[config.mk]
export PLATFORM = sky130hd
export DESIGN_NAME = i2c_cmd_sequencer
export DESIGN_NICKNAME = d
export VERILOG_FILES = /design/src/rtl/i2c_pkg.sv /design/src/rtl/i2c_byte_fifo.sv /design/src/rtl/i2c_cmd_sequencer.sv
export SDC_FILE = /design/constraint.sdc
export NUM_CORES = 1
export LEC_CHECK = 0
export CORE_UTILIZATION = 43
export DETAILED_ROUTE_END_ITERATION = 10
export PLACE_DENSITY = 0.65
export SYNTH_ARGS = -nofsm -noshare
export SYNTH_HDL_FRONTEND = slang
export SYNTH_HIERARCHICAL = 1
export SYNTH_SLANG_ARGS = --single-unit
[constraint.sdc]
create_clock -name clk -period 3.3 [get_ports clk]
set_input_delay 0.66 -clock clk [delete_from_list [all_inputs] [get_ports clk]]
set_output_delay 0.66 -clock clk [all_outputs]
set_load 0.01 [all_outputs]
[src/rtl/i2c_pkg.sv]
// rtl/i2c_pkg.sv - shared state encoding and status codes for the I2C command sequencer
package i2c_pkg;

  typedef enum logic [2:0] {
    S_IDLE,
    S_CHECK,
    S_LOAD,
    S_ISSUE,
    S_WAIT,
    S_RESP
  } seq_state_t;

  localparam logic [3:0] ERR_OK      = 4'h0;
  localparam logic [3:0] ERR_LEN     = 4'hE;
  localparam logic [3:0] ERR_TIMEOUT = 4'hF;

endpackage

[src/rtl/i2c_byte_fifo.sv]
// rtl/i2c_byte_fifo.sv - 8-bit synchronous byte FIFO with full/empty/count
module i2c_byte_fifo #(
  parameter int DEPTH = 16
) (
  input  logic                   clk,
  input  logic                   rst,
  input  logic                   push,
  input  logic [7:0]             din,
  input  logic                   pop,
  output logic [7:0]             dout,
  output logic                   full,
  output logic                   empty,
  output logic [$clog2(DEPTH):0] count
);

  localparam int AW = $clog2(DEPTH);
  localparam logic [AW:0] FULL_CNT = DEPTH[AW:0];

  logic [7:0]    mem [DEPTH];
  logic [AW-1:0] wr_ptr;
  logic [AW-1:0] rd_ptr;
  logic          do_push;
  logic          do_pop;

  assign empty   = (count == '0);
  assign full    = (count == FULL_CNT);
  assign do_pop  = pop && !empty;
  // a pop frees the slot this cycle, so a push while full is still taken
  assign do_push = push && (!full || do_pop);
  assign dout    = mem[rd_ptr];

  always_ff @(posedge clk) begin
    if (rst) begin
      wr_ptr <= '0;
      rd_ptr <= '0;
      count  <= '0;
    end else begin
      if (do_push) wr_ptr <= wr_ptr + 1'b1;
      if (do_pop)  rd_ptr <= rd_ptr + 1'b1;
      case ({do_push, do_pop})
        2'b10:   count <= count + 1'b1;
        2'b01:   count <= count - 1'b1;
        default: ;
      endcase
    end
  end

  always_ff @(posedge clk) begin
    if (do_push) mem[wr_ptr] <= din;
  end

endmodule

[src/rtl/i2c_cmd_sequencer.sv]
// rtl/i2c_cmd_sequencer.sv - packs host transactions into i2c_master commands and returns responses
// Optional watchdog on ISSUE/WAIT enabled by I2C_SEQ_TIMEOUT_EN.
module i2c_cmd_sequencer
  import i2c_pkg::*;
#(
  parameter int DATA_WIDTH  = 8,
  parameter int FIFO_DEPTH  = 16,
  parameter int TIMEOUT_CYC = 100000
) (
  input  logic                    clk,
  input  logic                    rst,
  input  logic                    hdr_valid,
  output logic                    hdr_ready,
  input  logic [6:0]              hdr_slave,
  input  logic                    hdr_rw,
  input  logic [7:0]              hdr_reg,
  input  logic [7:0]              hdr_len,
  input  logic                    wr_valid,
  output logic                    wr_ready,
  input  logic [7:0]              wr_byte,
  output logic                    rsp_valid,
  input  logic                    rsp_ready,
  output logic [3:0]              rsp_status,
  output logic [7:0]              rsp_data,
  output logic                    m_valid_cmd,
  output logic [15:0]             m_addr,
  output logic [DATA_WIDTH*8-1:0] m_data_in,
  output logic [7:0]              m_data_len,
  input  logic                    m_accept,
  input  logic                    m_done,
  input  logic [3:0]              m_error,
  input  logic [7:0]              m_data_out
);

  localparam logic [7:0] MAX_LEN = 8'(DATA_WIDTH);

  seq_state_t state, state_nxt;
  logic       rw_q;
  logic [7:0] len_q;
  logic [7:0] idx;
  logic       bad_len;
  logic       pop;
  logic       push;
  logic       fifo_full;
  logic       fifo_empty;
  logic [7:0] fifo_dout;
  logic [$clog2(FIFO_DEPTH):0] fifo_count;
  logic       tmo_hit;
  logic       unused_sig;

  assign bad_len     = !rw_q && (len_q == 8'd0 || len_q > MAX_LEN);
  assign pop         = (state == S_LOAD) && !fifo_empty;
  assign wr_ready    = !fifo_full || pop;
  assign push        = wr_valid && wr_ready;
  assign hdr_ready   = (state == S_IDLE);
  assign rsp_valid   = (state == S_RESP);
  assign m_valid_cmd = (state == S_ISSUE);

  i2c_byte_fifo #(.DEPTH(FIFO_DEPTH)) u_fifo (
    .clk   (clk),
    .rst   (rst),
    .push  (push),
    .din   (wr_byte),
    .pop   (pop),
    .dout  (fifo_dout),
    .full  (fifo_full),
    .empty (fifo_empty),
    .count (fifo_count)
  );

`ifdef I2C_SEQ_TIMEOUT_EN
  logic [31:0] tmo_cnt;

  // count stays zero outside ISSUE/WAIT, so it is already cleared on ISSUE entry
  always_ff @(posedge clk) begin
    if (rst || !(state == S_ISSUE || state == S_WAIT)) tmo_cnt <= '0;
    else                                                 tmo_cnt <= tmo_cnt + 32'd1;
  end

  assign tmo_hit    = (state == S_ISSUE || state == S_WAIT) && (tmo_cnt == 32'(TIMEOUT_CYC - 1));
  assign unused_sig = ^fifo_count;
`else
  assign tmo_hit    = 1'b0;
  assign unused_sig = ^{fifo_count, 32'(TIMEOUT_CYC)};
`endif

  always_ff @(posedge clk) begin
    if (rst) state <= S_IDLE;
    else     state <= state_nxt;
  end

  always_comb begin
    state_nxt = state;
    case (state)
      S_IDLE:  if (hdr_valid) state_nxt = S_CHECK;
      S_CHECK: begin
        if (bad_len)   state_nxt = S_RESP;
        else if (rw_q) state_nxt = S_ISSUE;
        else           state_nxt = S_LOAD;
      end
      S_LOAD:  if (pop && idx == len_q - 8'd1) state_nxt = S_ISSUE;
      S_ISSUE: if (m_accept) state_nxt = S_WAIT;
      S_WAIT:  if (m_done) state_nxt = S_RESP;
      S_RESP:  if (rsp_ready) state_nxt = S_IDLE;
      default: state_nxt = S_IDLE;
    endcase
    if (tmo_hit) state_nxt = S_RESP;
  end

  always_ff @(posedge clk) begin
    if (rst) begin
      rw_q       <= 1'b0;
      len_q      <= '0;
      idx        <= '0;
      m_addr     <= '0;
      m_data_in  <= '0;
      m_data_len <= '0;
      rsp_status <= ERR_OK;
      rsp_data   <= '0;
    end else begin
      case (state)
        S_IDLE: if (hdr_valid) begin
          m_addr    <= {hdr_slave, hdr_rw, hdr_reg};
          rw_q      <= hdr_rw;
          len_q     <= hdr_len;
          idx       <= '0;
          m_data_in <= '0;
        end
        S_CHECK: begin
          if (bad_len) begin
            rsp_status <= ERR_LEN;
            rsp_data   <= '0;
          end else begin
            m_data_len <= rw_q ? 8'd1 : len_q;
          end
        end
        S_LOAD: if (pop) begin
          for (int i = 0; i < DATA_WIDTH; i++) begin
            if (idx == 8'(i)) m_data_in[i*8 +: 8] <= fifo_dout;
          end
          idx <= idx + 8'd1;
        end
        S_WAIT: if (m_done) begin
          rsp_status <= m_error;
          rsp_data   <= rw_q ? m_data_out : 8'd0;
        end
        default: ;
      endcase
      // a completion landing on the watchdog's last cycle still reports the master's status
      if (tmo_hit && !(state == S_WAIT && m_done)) begin
        rsp_status <= ERR_TIMEOUT;
        rsp_data   <= '0;
      end
    end
  end

endmodule

# After elaboration in Yosys (flattened, before gate mapping)
# Memory sizes are Yosys's and may differ from the RTL's. A register that Yosys moved wholly into a read port is not among the register bits.
# Cells that the tools add are included.
# W data, S select, Z words.
[totals]
inputBits = 51
memories = 1
reg_bits = 133
out_inout_bits = 104
mem_bits_rw = 128
[mem_list]
columns = ["name", "words", "width", "read_ports", "rd_ports_with_merged_regs", "write_ports", "line_no", "text"]
rows = [
  ["u_fifo.mem", 16, 8, 1, 1, 1, "i2c_byte_fifo.sv:19", "logic [7:0] mem [DEPTH];"],
]
[classes]
bitwise = 1
eq_ne = 31
mux = 35
n_reduce_logical = 32
magnitude_cmp = 1
add_sub_neg = 6
[ops]
columns = ["cell", "n"]
rows = [
  ["$mux W64", 2],
  ["$pmux W64 S2", 1],
  ["$mux W8", 14],
  ["$eq A8 B3 Y1 const B", 4],
  ["$pmux W8 S2", 2],
  ["$reduce_and A4 Y1", 8],
  ["$ne A2 B1 Y1 const B", 11],
  ["$mux W3", 6],
  ["$pmux W3 S6", 1],
  ["$eq A8 B2 Y1 const B", 2],
  ["$logic_not A8 Y1", 2],
  ["$mux W4", 4],
  ["$pmux W5 S2", 1],
  ["$add A4 B1 Y4 const B", 2],
  ["$add A8 B1 Y8 const B", 1],
  ["$eq A8 B1 Y1 const B", 1],
  ["$eq A8 B8 Y1", 1],
  ["$gt A8 B4 Y1 const B", 1],
  ["$ne A2 B2 Y1 const B", 4],
  ["$pmux W4 S2", 1],
  ["$sub A8 B1 Y8 const B", 1],
  ["$eq A3 B2 Y1 const B", 2],
  ["$eq A3 B3 Y1 const B", 2],
  ["$logic_and A1 B1 Y1", 6],
  ["16 further kinds", 26],
]

# Logic depth before layout (Yosys ltp)
# Gate-level depths: netlist of run 1.
[logic_depth]
depth_word = 8
ltp_mapped = 16

# By module
# The synthesis of run 1 kept the hierarchy.
[modules_own_cells]
columns = ["module", "area_per_inst_um2", "instances", "cells_per_inst", "seq_area_each_um2"]
rows = [
  ["i2c_byte_fifo", 5866.9, 1, 325, 4184.0],
  ["i2c_cmd_sequencer", 5124.9, 1, 601, 2382.3],
]

# Least setup slack after synthesis of run 1
# No wires, ideal clock.
[synth_path]
path_kind = "register -> register"
from = "register u_fifo.count[3]"
to = "register u_fifo.count[4]"
required_time_ns = 3.166
setup_time_ns = 0.134
n_path_buf = 3
setup_slack_ns = -0.130
stages_incl_launch_ff = 16
arrival_ns = 3.295
synth_period_minus_slack_ns = 3.430
path_cell_list = "dfxtp_1 > or4_4 > buf_6 > nor2_1 > or4b_1 > buf_6 > nand2_1 > and2_1 > clkbuf_1 > nor2b_1 > o21ai_2 > fa_1 > nand2b_1 > o2bb2ai_1 > mux2i_1 > or4_1"
[synth_between]
elab_chain_cells = 8
elab_cells_between_ends = 16
classes_between = "add/sub (2); eq/ne (3); mux (1); reduce/logical (10)"
[synth_lines]
columns = ["element", "line_no", "text"]
rows = [
  ["start: declaration", "i2c_byte_fifo.sv:13", "output logic [$clog2(DEPTH):0] count"],
  ["start signal: assignment", "i2c_byte_fifo.sv:41", "2'b10: count <= count + 1'b1;"],
  ["start signal: assignment", "i2c_byte_fifo.sv:42", "2'b01: count <= count - 1'b1;"],
  ["$logic_not A5 Y1 (*)", "i2c_byte_fifo.sv:25", "assign empty = (count == '0);"],
  ["net fifo_empty", "i2c_cmd_sequencer.sv:45", "logic fifo_empty;"],
  ["$logic_not A1 Y1 (*)", "i2c_cmd_sequencer.sv:52", "assign pop = (state == S_LOAD) && !fifo_empty;"],
  ["$logic_and A1 B1 Y1 (*)", "i2c_cmd_sequencer.sv:52", ""],
  ["$logic_or A1 B1 Y1 (*)", "i2c_cmd_sequencer.sv:53", "assign wr_ready = !fifo_full || pop;"],
  ["net wr_ready", "i2c_cmd_sequencer.sv:19", "output logic wr_ready,"],
  ["$logic_and A1 B1 Y1 (*)", "i2c_cmd_sequencer.sv:54", "assign push = wr_valid && wr_ready;"],
  ["net push", "i2c_cmd_sequencer.sv:43", "logic push;"],
  ["$logic_and A1 B1 Y1 (*)", "i2c_byte_fifo.sv:29", "assign do_push = push && (!full || do_pop);"],
  ["$eq A2 B1 Y1 / $eq A2 B2 Y1 (equally long branches)", "i2c_byte_fifo.sv:40", "case ({do_push, do_pop})"],
  ["$pmux W5 S2 / $reduce_bool A2 Y1 (equally long branches)", "--", ""],
]
# The timed path passes the listed nets; every way through them passes the cells marked *.
# A chain may end at the register's enable or synchronous reset.

# Worst setup path after layout of run 1
[layout_path]
from = "register u_fifo.count[0]"
to = "register u_fifo.count[4]"
[layout_between]
elab_chain_cells = 8
elab_cells_between_ends = 16
classes_between = "add/sub (2); eq/ne (3); mux (1); reduce/logical (10)"
[layout_lines]
columns = ["element", "line_no", "text"]
rows = [
  ["$logic_not A5 Y1 (*)", "i2c_byte_fifo.sv:25", ""],
  ["net fifo_empty", "i2c_cmd_sequencer.sv:45", ""],
  ["$logic_not A1 Y1 (*)", "i2c_cmd_sequencer.sv:52", ""],
  ["$logic_and A1 B1 Y1 (*)", "i2c_cmd_sequencer.sv:52", ""],
  ["net pop", "i2c_cmd_sequencer.sv:42", "logic pop;"],
  ["$logic_or A1 B1 Y1 / $logic_and A1 B1 Y1 (equally long branches)", "i2c_cmd_sequencer.sv:53, i2c_byte_fifo.sv:27", ""],
  ["$logic_and A1 B1 Y1 / $logic_or A1 B1 Y1 (equally long branches)", "i2c_cmd_sequencer.sv:54, i2c_byte_fifo.sv:29", ""],
  ["$logic_and A1 B1 Y1", "i2c_byte_fifo.sv:29", ""],
  ["$eq A2 B1 Y1 / $eq A2 B2 Y1 (equally long branches)", "i2c_byte_fifo.sv:40", ""],
  ["$pmux W5 S2 / $reduce_bool A2 Y1 (equally long branches)", "--", ""],
]
# Marks and branches as above.

==> results of run 1 <==
placed cells by master, fill, tap and decap left out, types with 10 or more instances in the layout:
cell and n:
o211ai_1 10, inv_1 20, mux4_2 32, xnor2_1 10, ha_1 13, and2_1 12
buf_4 23, edfxtp_1 128, nor2_1 35, nand3_1 79, a21oi_1 105, nor3_1 10
nand3b_1 57, dfxtp_1 135, nor4_1 10, xor2_1 13, clkdlybuf4s50_1 153, nand2_1 72
a22oi_1 17, clkbuf_16 28
stage by stage:
stage | hold WS (ns) | cell area, sq um | setup WS (ns)
2_1_floorplan | 0.460 | 11000 | 0.0213
3_3_place_gp | 0.441 | 12800 | 0.302
3_5_place_dp | 0.444 | 12800 | 0.242
4_1_cts | 0.454 | 13700 | 0.224
5_1_grt | 0.471 | 13700 | 0.0307
6_report | 0.453 | 13700 | 0.213
kinds of logic (layout without fill, tap and decap cells):
family / after synthesis / in the layout / share of synthesized area [%]
buffers and inverters: 95 / 250 / 4.11
multiplexers: 36 / 36 / 6.92
adder cells (fa/ha/maj): 14 / 14 / 1.66
AND/OR/NAND/NOR: 326 / 326 / 16.5
XOR/XNOR: 23 / 23 / 1.83
AO/OA/AOI/OAI: 168 / 168 / 9.27
flip-flops: 264 / 264 / 59.7
report_power, final:
part           internal [mW]  total, mW  switching, mW
sequential              3.59       3.70          0.116
combinational          0.596       1.53          0.934
clock                   1.85       3.12           1.28
total                   6.03       8.36           2.33
flip-flops by register name (all words and copies together), names as in the netlist, named ones only:
| name | cells |
|---|---|
| u_fifo/count | 5 |
| m_data_len | 8 |
| u_fifo/wr_ptr | 4 |
| m_addr | 16 |
| u_fifo/rd_ptr | 4 |
| idx | 8 |
| rsp_data | 8 |
| rsp_status | 4 |
| m_data_in | 64 |
| u_fifo/mem | 128 |
| len_q | 8 |
| state | 3 |
critical path, stage by stage (launching register included):
cell and delay, ns:
dfxtp_1 0.42, or4_4 0.17, nor2_1 0.04, or4b_1 0.54, inv_1 0.20, nor2b_1 0.19, o21ai_2 0.09, inv_2 0.16
ha_1 0.30, nand2b_4 0.09, o2bb2ai_2 0.13, a2111oi_0 0.09, or4_1 0.54
per-layer routing:
metal  wire length (um)  vias up
li1                   -     3670
met4                558        0
met2              11900      258
met1              12000     3737
met3               1640       46
met5                  0        -
area by class of cell:
cell class	count	share of cell area, %
multi-input cells	567	29.2
inverters	21	0.575
clock buffers	36	5.47
flip-flops and latches	264	47.9
well taps	330	3.01
clock inverters	16	1.33
repair buffers	177	12.6
worst max-delay path by stage:
stage	depth (start not counted)	start	to	slack [ns]
detailed placement	13	u_fifo/count[3]$_SDFFE_PP0P_	u_fifo/count[4]$_SDFFE_PP0P_	0.24
global placement	12	u_fifo/count[3]$_SDFFE_PP0P_	u_fifo/count[4]$_SDFFE_PP0P_	0.30
finish	12	u_fifo/count[0]$_SDFFE_PP0P_	u_fifo/count[4]$_SDFFE_PP0P_	0.21
floorplan	15	u_fifo/count[3]$_SDFFE_PP0P_	u_fifo/count[4]$_SDFFE_PP0P_	0.02
CTS	13	u_fifo/count[3]$_SDFFE_PP0P_	u_fifo/count[4]$_SDFFE_PP0P_	0.22
global route	12	u_fifo/count[0]$_SDFFE_PP0P_	u_fifo/count[4]$_SDFFE_PP0P_	0.03
==> metrics, run 1 <==
FF-to-FF path depth=12; synthesis-to-finish area growth=24.8%; CP endpoint kind=flip-flop; Core Area=25100 sq um; unrepaired setup endpoints after global routing=no; pin count of the biggest net entering global routing=56; CTS HTree Levels=1; hold buffer count at CTS=0; Slew Limit Headroom=between 30% and 40%; DIE AREA=26200 sq um; Post-synth EDFFs=128; WHS Endpoint=m_addr[2]$_SDFFE_PP0P_; DRT Pass-1 Iters=5; TNS Setup=0 ns; Fin Clk Skew=0.0492 ns; routed len/inst=18.5 um; HPWL Detailed=17200 um; clock buffer depth=3; final weighted congestion in routability-driven placement=0.783; non-filler instance count after layout=1411; layout cells sized above 1=11.1%; post-CTS setup buffer count=0; Avg Inst Size Synth=11.9 sq um; Worst-Skew Late Latency=roughly 0.57 ns; NumNets Final=about 1100; Starting Density=between 40% and 50%; R2R Path Start=u_fifo/count[0]$_SDFFE_PP0P_; Syn Inst Count=926; initial antenna violation count=0; post-synthesis register bit count=264; area leader, netlist=edfxtp_1; total CTS buffers=28; total global routing overflow=0; YS warnings=6; Netlist Area Pre-Place=11000 sq um; vias in the first global route=7325; area occupied by registers=6570 sq um; Die X-Extent=162 um; Multi-input gate area=4000 sq um; first-pass GRT wire length=41000 um; hold_sp=m_addr[2]$_SDFFE_PP0P_; Yosys cell types=61; max cap viols=0; Worst Path Arrival=approximately 3.5 ns; met2 GRT Util=30.7%; asr flop ratio synth=0%; status=finished, final reports clean; min cycle time layout=a little over 3 ns; sequential fraction of the synthesis area=59.7%; I/O pins=between 150 and 200; most common cell in the netlist=dfxtp_1; VDD IR max=0.366 mV; hold path depth=2; Top FF cell, synth=dfxtp_1; Reg2Reg Setup Slack=between 0.2 and 0.25 ns; post-CTS resize count=0; via count=7711; CTS clk-pin slew, worst paths=0.06 ns; row cnt=58; # setup viols final=0; Worst-Margin Slew=0.998 ns; busiest metal layer after global routing=met2; Syn Nets=between 900 and 1000; worst hold path class=flip-flop to flip-flop; overall global routing resource usage=19.9%; pwr dens=609 nW/um^2; Die H=162 um; Starting DRT DRC Count=between 600 and 700; grt met3 use=3.19%; Core Util, Final=54.6%; CTS root buf=clkbuf_16; met1 usage=28.8%; Post-route DRC=0; count of pins over their slew limit=0; ant diodes=0; static leakage=4.57 nW; Fin. Hold Viols=0; Final period util=93.5%; Post-Place Cells=1359; WP data required=3.69 ns; top cell types by occurrence after synthesis=136 x dfxtp_1, 128 x edfxtp_1, 105 x a21oi_1; antenna viol nets, final=0; Crit Path Category=flip-flop to flip-flop; routed wire length=26100 um; worst-path fanout max=11; Tot Pwr=8.36 mW; Startpoint Class=flip-flop; Port-buffer cells=154; number of clock sinks=264; reg-to-reg endpoint=u_fifo/count[4]$_SDFFE_PP0P_; f_max=324 MHz; Fill cells=2119; largest cells by area after synthesis=edfxtp_1 35%, dfxtp_1 25%, mux4_2 6.6%; share of the synthesized area in the top cell type=35.0%; Vias per Instance=5.46; CTS tree=built
Note: power is estimated with default switching activity, not from simulation.
==> run 2: changes to the inputs <==
--- a/config.mk
+++ b/config.mk
@@ -11,4 +11,3 @@
 export SYNTH_ARGS = -nofsm -noshare
 export SYNTH_HDL_FRONTEND = slang
-export SYNTH_HIERARCHICAL = 1
 export SYNTH_SLANG_ARGS = --single-unit
==> constraint.sdc (replaced) <==
create_clock -name clk -period 3.3 [get_ports clk]
set_input_delay 0.33 -clock clk [delete_from_list [all_inputs] [get_ports clk]]
set_output_delay 0.33 -clock clk [all_outputs]
set_load 0.01 [all_outputs]
==> run 2 against run 1 <==
Compared with the run above: hold slack worse by 0.16 ns; sequential share of layout area up 1.4 points; combinational power down 10%; worst setup slack better by 0.17 ns; critical path type unchanged; largest power group unchanged.
==> metrics, run 2 <==
Netlist Area Pre-Place=10400 sq um (was 11000 sq um); Clock Power Share=39.4% (was 37.4%); max incr delay on CP=0.56 ns (was 0.54 ns); status=finished, final reports clean (unchanged); most common cell after layout, fill and taps aside=clkdlybuf4s50_1 (unchanged); layout cells sized above 1=13.0% (was 11.1%); antenna viol nets, final=0 (unchanged); Fin Clk Skew=0.0234 ns (was 0.0492 ns); post-CTS resize count=0 (unchanged); Post-route DRC=0 (unchanged); Syn Inst Count=789 (was 926); Post-synth EDFFs=128 (unchanged); VDD IR max=0.479 mV (was 0.366 mV); routed wire length=23500 um (was 26100 um); asr flop ratio synth=0% (unchanged); DP Worst Slack=0.390 ns (was 0.242 ns); Core Area=23600 sq um (was 25100 sq um); worst hold path class=primary input to flip-flop (was flip-flop to flip-flop); TNS Setup=0 ns (unchanged); Vias per Instance=5.26 (was 5.46); CTS HTree Levels=1 (unchanged); Top Registers=u_fifo.mem (128), m_data_in (64), m_addr (16) (was u_fifo/mem (128), m_data_in (64), m_addr (16)); worst-path fanout max=8 (was 11); first-pass GRT wire length=36400 um (was 41000 um); Port-buffer cells=154 (unchanged); Worst-Margin Slew=1.02 ns (was 0.998 ns); Fin. Hold Viols=0 (unchanged); I/O pins=155 (unchanged); synthesis-to-finish area growth=28.0% (was 24.8%); Starting DRT DRC Count=345 (was 697); fraction of power consumed by sequential logic=44.1% (was 44.3%); Crit Path Category=flip-flop to flip-flop (unchanged); post-CTS setup buffer count=0 (unchanged); Slew Limit Headroom=31.8% (was 33.3%); CTS clk-pin slew, worst paths=0.06 ns (about the same); Final period util=88.5% (was 93.5%); pwr dens=623 nW/um^2 (was 609 nW/um^2); Switching Fraction=25.7% (was 27.8%); min cycle time layout=2.92 ns (was 3.09 ns); Starting Density=44.1% (was 43.8%); static leakage=4.68 nW (was 4.57 nW); Max stage delay cell, worst path=or4_4 (was or4b_1); Pint=6.17 mW (was 6.03 mW); CTS tree=built (unchanged); Worst Path Arrival=3.37 ns (was 3.48 ns); Die H=158 um (was 162 um); overall global routing resource usage=18.9% (was 19.9%); Tot Pwr=8.31 mW (was 8.36 mW); Reg2Reg Setup Slack=0.38 ns (was 0.21 ns); routed len/inst=18.1 um (was 18.5 um); initial antenna violation count=0 (unchanged); CTS root buf=clkbuf_16 (unchanged); max cap viols=0 (unchanged); Net Sw Power=2.14 mW (was 2.33 mW); most common cell in the netlist=dfxtp_1 (unchanged); most flop-heavy register=u_fifo.mem (was u_fifo/mem); hold buffer count at CTS=0 (unchanged); final weighted congestion in routability-driven placement=0.798 (was 0.783); area leader, netlist=edfxtp_1 (unchanged); non-filler instance count after layout=1295 (was 1411); HPWL Detailed=16200 um (was 17200 um); Die X-Extent=158 um (was 162 um); pin count of the biggest net entering global routing=31 (was 56); WP data required=3.75 ns (was 3.69 ns); Top FF cell, synth=dfxtp_1 (unchanged); row cnt=56 (was 58); post-synthesis register bit count=264 (unchanged); Post-Place Cells=1243 (was 1359); f_max=342 MHz (was 324 MHz); total global routing overflow=0 (unchanged); YS warnings=0 (was 6); most frequent cells in the layout=153 x clkdlybuf4s50_1, 135 x dfxtp_1, 128 x edfxtp_1 (unchanged); Avg Inst Size Synth=13.2 sq um (was 11.9 sq um); Syn Nets=855 (was 991); count of pins over their slew limit=0 (unchanged); Yosys cell types=60 (was 61); Worst-Skew Late Latency=0.54 ns (was 0.57 ns); via count=6813 (was 7711); # setup viols final=0 (unchanged); vias in the first global route=6645 (was 7325); Startpoint Class=flip-flop (unchanged); DIE AREA=24900 sq um (was 26200 sq um); top cell types by occurrence after synthesis=136 x dfxtp_1, 128 x edfxtp_1, 88 x nand2_1 (was 136 x dfxtp_1, 128 x edfxtp_1, 105 x a21oi_1); number of clock sinks=264 (unchanged); Logic pwr share=16.4% (was 18.3%); largest cells by area after synthesis=edfxtp_1 37%, dfxtp_1 26%, mux4_2 6.9% (was edfxtp_1 35%, dfxtp_1 25%, mux4_2 6.6%); setup ws final=0.379 ns (was 0.213 ns); total CTS buffers=28 (unchanged); unrepaired setup endpoints after global routing=no (unchanged); NumNets Final=1020 (was 1124); clock buffer depth=3 (unchanged); sequential fraction of the synthesis area=63.0% (was 59.7%); share of the synthesized area in the top cell type=36.9% (was 35.0%); worst-path cell chain=or4_4 -> o21ai_4 -> inv_4 -> ha_1 -> ha_1 -> nor2b_1 -> o21ai_0 -> a21oi_1 -> or4_1 -> a21oi_1 (was or4_4 -> nor2_1 -> or4b_1 -> inv_1 -> nor2b_1 -> o21ai_2 -> inv_2 -> ha_1 -> nand2b_4 -> o2bb2ai_2 -> a2111oi_0 -> or4_1); ant diodes=0 (unchanged); CP endpoint kind=flip-flop (unchanged); DRT Pass-1 Iters=5 (unchanged); max reg flops=128 (unchanged)
[run 2: cell families after synthesis]
kind of cell,synth area share [%]
AND/OR/NAND/NOR,9.35
adder cells (fa/ha/maj),1.87
multiplexers,9.52
XOR/XNOR,2.27
AO/OA/AOI/OAI,11.2
flip-flops,63.0
buffers and inverters,2.73
[run 2: cell type report]
class | instances | area, sq um
multi-input combinational | 460 | 3580
timing repair buffer | 179 | 1720
fill | 1944 | 10300
clock buffer | 42 | 856
tap | 319 | 399
sequential | 264 | 6570
clock inverter | 10 | 131
inverter | 21 | 81.3
[run 2: through the flow]
step	cell area [sq um]	util, %	hold WS, ns
finish	13300	56.5	0.295
global route	13300	56.5	0.325
CTS	13300	56.5	0.286
detailed placement	12400	52.3	0.441
global placement	12400	52.3	0.441
floorplan	10400	-	0.429
[run 2: final timing paths]
| check | start | to | cells past startpoint |
|---|---|---|---|
| hold reg to reg | rsp_status[1]$_SDFFE_PP0P_ | rsp_status[1]$_SDFFE_PP0P_ | 2 |
| setup reg to reg | u_fifo.count[0]$_SDFFE_PP0P_ | u_fifo.count[4]$_SDFFE_PP0P_ | 10 |
| setup / recovery | u_fifo.count[0]$_SDFFE_PP0P_ | u_fifo.count[4]$_SDFFE_PP0P_ | 10 |
| hold / removal | rst | idx[0]$_SDFFE_PP0P_ | 2 |
[run 2: per-layer routing]
layer  track usage (%)  routed length [um]  up-vias
li1                  -                   -     3264
met1              25.4               10700     3323
met2              31.5               11000      188
met3              3.37                1370       38
met4              5.09                 500        0
met5                 0                   0        -
[run 2: critical path: cells and delay by family, from the launching register on]
kind,cells,cell delay (ns)
adders and majority gates,2,0.57
AOI/OAI and AO/OA,4,0.71
DFF,1,0.36
buffers and inverters,1,0.05
and+or+nand+nor,3,1.18
[run 2: power groups by stage]
stage / combinational, mW / sequential, mW / clock, mW
after CTS: 1.38 / 3.67 / 3.33
after floorplan: 0.843 / 3.74 / 0
after detailed placement: 1.37 / 3.74 / 0
after global placement: 1.36 / 3.73 / 0
final: 1.37 / 3.67 / 3.28
after global routing: 1.49 / 3.68 / 3.48
